`src/rtl/dmem_block_copy.sv`:
```
// Block copy / block fill engine that owns the single-port data memory port while busy.
// Copy takes three cycles per byte (read, capture, write); fill writes one byte per cycle.
module dmem_block_copy #(
    parameter int AW = 8,
    parameter int DW = 8
) (
    input  logic          clk,
    input  logic          rst,
    input  logic          start,
    input  logic          op,
    input  logic [AW-1:0] src,
    input  logic [AW-1:0] dst,
    input  logic [7:0]    len,
    input  logic [DW-1:0] fill_val,
    output logic          busy,
    output logic          done,
    output logic [AW-1:0] mem_addr,
    output logic [DW-1:0] mem_wdata,
    output logic          mem_w,
    input  logic [DW-1:0] mem_rdata
);

    typedef enum logic [2:0] {IDLE, RD, CAP, WR, FILL, FIN} state_t;

    state_t        state_reg, state_next;
    logic [AW-1:0] src_reg, src_next;
    logic [AW-1:0] dst_reg, dst_next;
    logic [7:0]    len_reg, len_next;
    logic [DW-1:0] fill_reg, fill_next;
    logic [7:0]    k_reg, k_next;
    logic          busy_reg, busy_next;
    logic          done_reg, done_next;
    logic          mem_w_reg, mem_w_next;
    logic [AW-1:0] mem_addr_reg, mem_addr_next;
    logic [DW-1:0] mem_wdata_reg, mem_wdata_next;

    logic [7:0]    k_inc;
    logic          last_byte;

    assign k_inc     = k_reg + 8'd1;
    assign last_byte = (k_inc == len_reg);

    // Outputs are computed for the upcoming state and registered, so every
    // port value lines up with the state it belongs to.
    always_comb begin
        state_next     = state_reg;
        src_next       = src_reg;
        dst_next       = dst_reg;
        len_next       = len_reg;
        fill_next      = fill_reg;
        k_next         = k_reg;
        busy_next      = 1'b0;
        done_next      = 1'b0;
        mem_w_next     = 1'b1;
        mem_addr_next  = mem_addr_reg;
        mem_wdata_next = mem_wdata_reg;

        case (state_reg)
            IDLE: begin
                if (start) begin
                    src_next  = src;
                    dst_next  = dst;
                    len_next  = len;
                    fill_next = fill_val;
                    k_next    = 8'd0;
                    if (len == 8'd0) begin
                        state_next = FIN;
                        done_next  = 1'b1;
                    end else if (!op) begin
                        state_next    = RD;
                        busy_next     = 1'b1;
                        mem_addr_next = src;
                    end else begin
                        state_next     = FILL;
                        busy_next      = 1'b1;
                        mem_w_next     = 1'b0;
                        mem_addr_next  = dst;
                        mem_wdata_next = fill_val;
                    end
                end
            end
            RD: begin
                state_next = CAP;
                busy_next  = 1'b1;
            end
            CAP: begin
                // Read data for the RD address is valid now; it becomes the write data.
                state_next     = WR;
                busy_next      = 1'b1;
                mem_w_next     = 1'b0;
                mem_addr_next  = dst_reg + AW'(k_reg);
                mem_wdata_next = mem_rdata;
            end
            WR: begin
                if (last_byte) begin
                    state_next = FIN;
                    done_next  = 1'b1;
                end else begin
                    state_next    = RD;
                    busy_next     = 1'b1;
                    k_next        = k_inc;
                    mem_addr_next = src_reg + AW'(k_inc);
                end
            end
            FILL: begin
                if (last_byte) begin
                    state_next = FIN;
                    done_next  = 1'b1;
                end else begin
                    busy_next      = 1'b1;
                    k_next         = k_inc;
                    mem_w_next     = 1'b0;
                    mem_addr_next  = dst_reg + AW'(k_inc);
                    mem_wdata_next = fill_reg;
                end
            end
            FIN:     state_next = IDLE;
            default: state_next = IDLE;
        endcase
    end

    always_ff @(posedge clk) begin
        if (rst) begin
            state_reg     <= IDLE;
            src_reg       <= '0;
            dst_reg       <= '0;
            len_reg       <= '0;
            fill_reg      <= '0;
            k_reg         <= '0;
            busy_reg      <= 1'b0;
            done_reg      <= 1'b0;
            mem_w_reg     <= 1'b1;
            mem_addr_reg  <= '0;
            mem_wdata_reg <= '0;
        end else begin
            state_reg     <= state_next;
            src_reg       <= src_next;
            dst_reg       <= dst_next;
            len_reg       <= len_next;
            fill_reg      <= fill_next;
            k_reg         <= k_next;
            busy_reg      <= busy_next;
            done_reg      <= done_next;
            mem_w_reg     <= mem_w_next;
            mem_addr_reg  <= mem_addr_next;
            mem_wdata_reg <= mem_wdata_next;
        end
    end

    assign busy      = busy_reg;
    assign done      = done_reg;
    assign mem_w     = mem_w_reg;
    assign mem_addr  = mem_addr_reg;
    assign mem_wdata = mem_wdata_reg;

endmodule

```
`config.mk`:
```
export PLATFORM = sky130hd
export DESIGN_NAME = dmem_block_copy
export DESIGN_NICKNAME = d
export VERILOG_FILES = /design/src/rtl/dmem_block_copy.sv
export SDC_FILE = /design/constraint.sdc
export NUM_CORES = 1
export LEC_CHECK = 0
export CAP_MARGIN = 10
export CORE_MARGIN = 2
export CORE_UTILIZATION = 54
export DETAILED_ROUTE_END_ITERATION = 10
export PLACE_DENSITY = 0.88
export SKIP_CTS_REPAIR_TIMING = 1
export SYNTH_ARGS = -nofsm -noshare
export SYNTH_HDL_FRONTEND = slang
export SYNTH_SLANG_ARGS = --single-unit
```
`constraint.sdc`:
```
create_clock -name clk -period 3.7 [get_ports clk]
set_input_delay 0.74 -clock clk [delete_from_list [all_inputs] [get_ports clk]]
set_output_delay 0.74 -clock clk [all_outputs]
set_load 0.02 [all_outputs]
```
==> results.cfg <==
[critical_path]
reg2reg_from = state_reg[1]
critPathLaunchType = flop
cp.arrival_ps = 3470
crit_start = state_reg[1]
required_ps = 3920
path_class = flop to flop
end_kind = flop
cp_max_fo = 13

[floorplanning]
core.rowCount = 30
top_level_ports = 63
die_x_microns = 88.0
start_util_pct = 56.1
die_area_sq_um = 7740
coreArea_sq_um = 6790
die_h_microns = 88.0

[synth]
synth_async_sr_flop_share_pct = 0
syn_area_per_cell_sq_um = 7.92
synth.distinct_cells = 57
synthXorXnorAreaFrac_pct = 9.20
syn_nets = 542
synth_flop_cell = dfxtp_1
muxShareOfSynthArea_pct = 4.73
syn_inst = 481
synth-seq-cells = 62
yosysWarnings = 0
synth_adder_area_share_pct = 5.98
synth_top_family_by_area = simple AND/OR/NAND/NOR gates
synthSimpleGateAreaFrac_pct = 21.8
syn-cell-area_sq_um = 3810
ys_seq_area_share_pct = 32.6
synth-edff-count = 0
synth-compound-area-share_pct = 19.9

[placed_design]
placed_cells = 615
dp_slack_ps = 531
dp_hpwl_mm = 7.32
place.gp.congestion = 0.995
numPortBuffers = 62

[layout]
antenna_cells = 0
drive_gt1_share_pct = 7.85
syn_to_final_growth_pct = 21.2
final_cells = 631
fin_nets = 591

[drt]
drt_pass1_iterations = 6
via_per_inst = 5.74
vias = 3624
wl_per_cell_microns = 15.8
drc = 0
first_iter_violations = 299
totalWireLength_mm = 9.94
drtAntennaViolNets = 0

[timing]
tns_ps = 0
hold_ws_ps = 466
maxSlewViolCount = 0
tightest_slew_ps = 1260
period_minus_slack_ps = 3240
setup_ws_ps = 455
fin_crit_sh_pct = 87.7
slew_headroom_pct = 15.9
fin_skew_ps = 8.25
hold_viol_final = 0
rsz0062_at_grt = false
max_freq_mhz = 308
setup_viol = 0

[job]
max_cap_viol_count = 0

[global_route]
grt_pass1_vias = 3466
grt_overflow = 0
antenna_found_initial = 0
grt_pass1_wl_mm = 16.1
grt_max_degree = 40
grt_usage_pct = 26.9

[hold_path]
hp-start = fill_reg[5]
hold_path.class = flop to flop

[clock_tree]
clk_latency_ps = 350
cts_sinks = 62
clkTransAtPathRegs_ps = 80
numCtsBuffers = 9
cts-root-buf = clkbuf_8
cts_tree = yes
clockBufferDepth = 2
h-tree-depth = 3

[status]
status = complete, no violations

[pwr]
power.leakage_nw = 1.86
total_power_w = 0.00271
power_density_nw_per_um2 = 588
irDropWorstVdd_uv = 303
[final cells by class]
cell class                 count  area [sq um]
timing repair buffer          70           676
multi-input combinational    372          2350
inverter                      15          56.3
fill                         556          2180
tap                           96           120
clock buffer                   9           124
clock inverter                 7          50.0
sequential                    62          1240
[metal layers]
layer | track usage (%) | wire [microns]
met1 | 33.8 | 4300
met2 | 43.9 | 4710
met3 | 6.31 | 573
met4 | 12.4 | 354
met5 | 0 | 0
[critical path, cell delays in order (launching register included)]
cell,delay [ps]
dfxtp_1,440
or3b_1,570
o21ai_0,320
ha_1,300
a21oi_1,200
o211ai_1,150
o41ai_1,570
xnor2_1,170
xnor2_1,160
a21oi_1,150
a31oi_1,90
[path summary, 6_finish.rpt]
kind                            cells past startpoint           to  slack [ps]
worst max-delay path                               10  mem_addr[7]         460
worst min-delay path                                2  fill_reg[5]         470
worst max register to register                     10  mem_addr[7]         460
worst min register to register                      2  fill_reg[5]         470
[kinds of logic (layout without fill, tap and decap cells)]
| kind of cell | after synthesis | after routing |
|---|---|---|
| xor+xnor | 32 | 32 |
| compound gates | 123 | 123 |
| simple gates | 182 | 182 |
| buf+inv | 47 | 101 |
| fa+ha+maj | 17 | 17 |
| flops | 62 | 62 |
| mux | 18 | 18 |
[Yosys cell counts, types with 2 or more instances]
cell / count / area (sq um)
nor2_2: 4 / 25.0
xnor2_1: 14 / 123
and2_1: 3 / 18.8
nand4_1: 2 / 12.5
xnor3_1: 4 / 90.1
a211oi_1: 2 / 15.0
a21oi_1: 64 / 320
nand3_1: 10 / 50.1
nor3_1: 6 / 30.0
mux2i_1: 18 / 180
nand3b_1: 5 / 37.5
ha_1: 15 / 188
o22ai_1: 13 / 81.3
nand2b_1: 2 / 12.5
nor2_1: 46 / 173
o21ai_0: 13 / 65.1
dfxtp_1: 62 / 1240
a211oi_2: 4 / 50.1
o211ai_1: 2 / 15.0
xor2_1: 13 / 114
nor4_1: 3 / 18.8
and3_1: 4 / 25.0
nand2_1: 86 / 323
buf_2: 7 / 35.0
buf_4: 2 / 15.0
inv_1: 15 / 56.3
nor4b_1: 2 / 17.5
o41ai_1: 4 / 35.0
o21a_1: 3 / 22.5
clkbuf_1: 20 / 75.1
buf_6: 2 / 22.5
fa_1: 2 / 40.0
a31oi_1: 5 / 31.3
[cells in the final DEF (no fill, tap or decap), types with 4 or more instances in the layout]
master           instances
nand2_1                 86
a21oi_1                 64
dfxtp_1                 62
clkdlybuf4s50_1         61
nor2_1                  46
mux2i_1                 18
inv_1                   15
ha_1                    15
xnor2_1                 14
xor2_1                  13
o21ai_0                 13
o22ai_1                 13
nand3_1                 10
clkbuf_8                 9
buf_4                    8
nor3_1                   6
a31oi_1                  5
nand3b_1                 5
nor2_2                   4
and3_1                   4
xnor3_1                  4
a211oi_2                 4
o41ai_1                  4
[per-stage QoR]
| step | instance area [sq um] | util, % |
|---|---|---|
| after detailed placement | 4440 | 65.4 |
| after global placement | 4440 | 65.4 |
| after floorplan | 3810 | - |
| final | 4620 | 67.9 |
| after CTS | 4620 | 67.9 |
| after global routing | 4620 | 67.9 |
[power breakdown]
part           internal (W)  switching, W
Sequential         0.000820      0.000109
Clock              0.000243      0.000290
Combinational      0.000527      0.000725
Power figures use the tool's default switching activity.
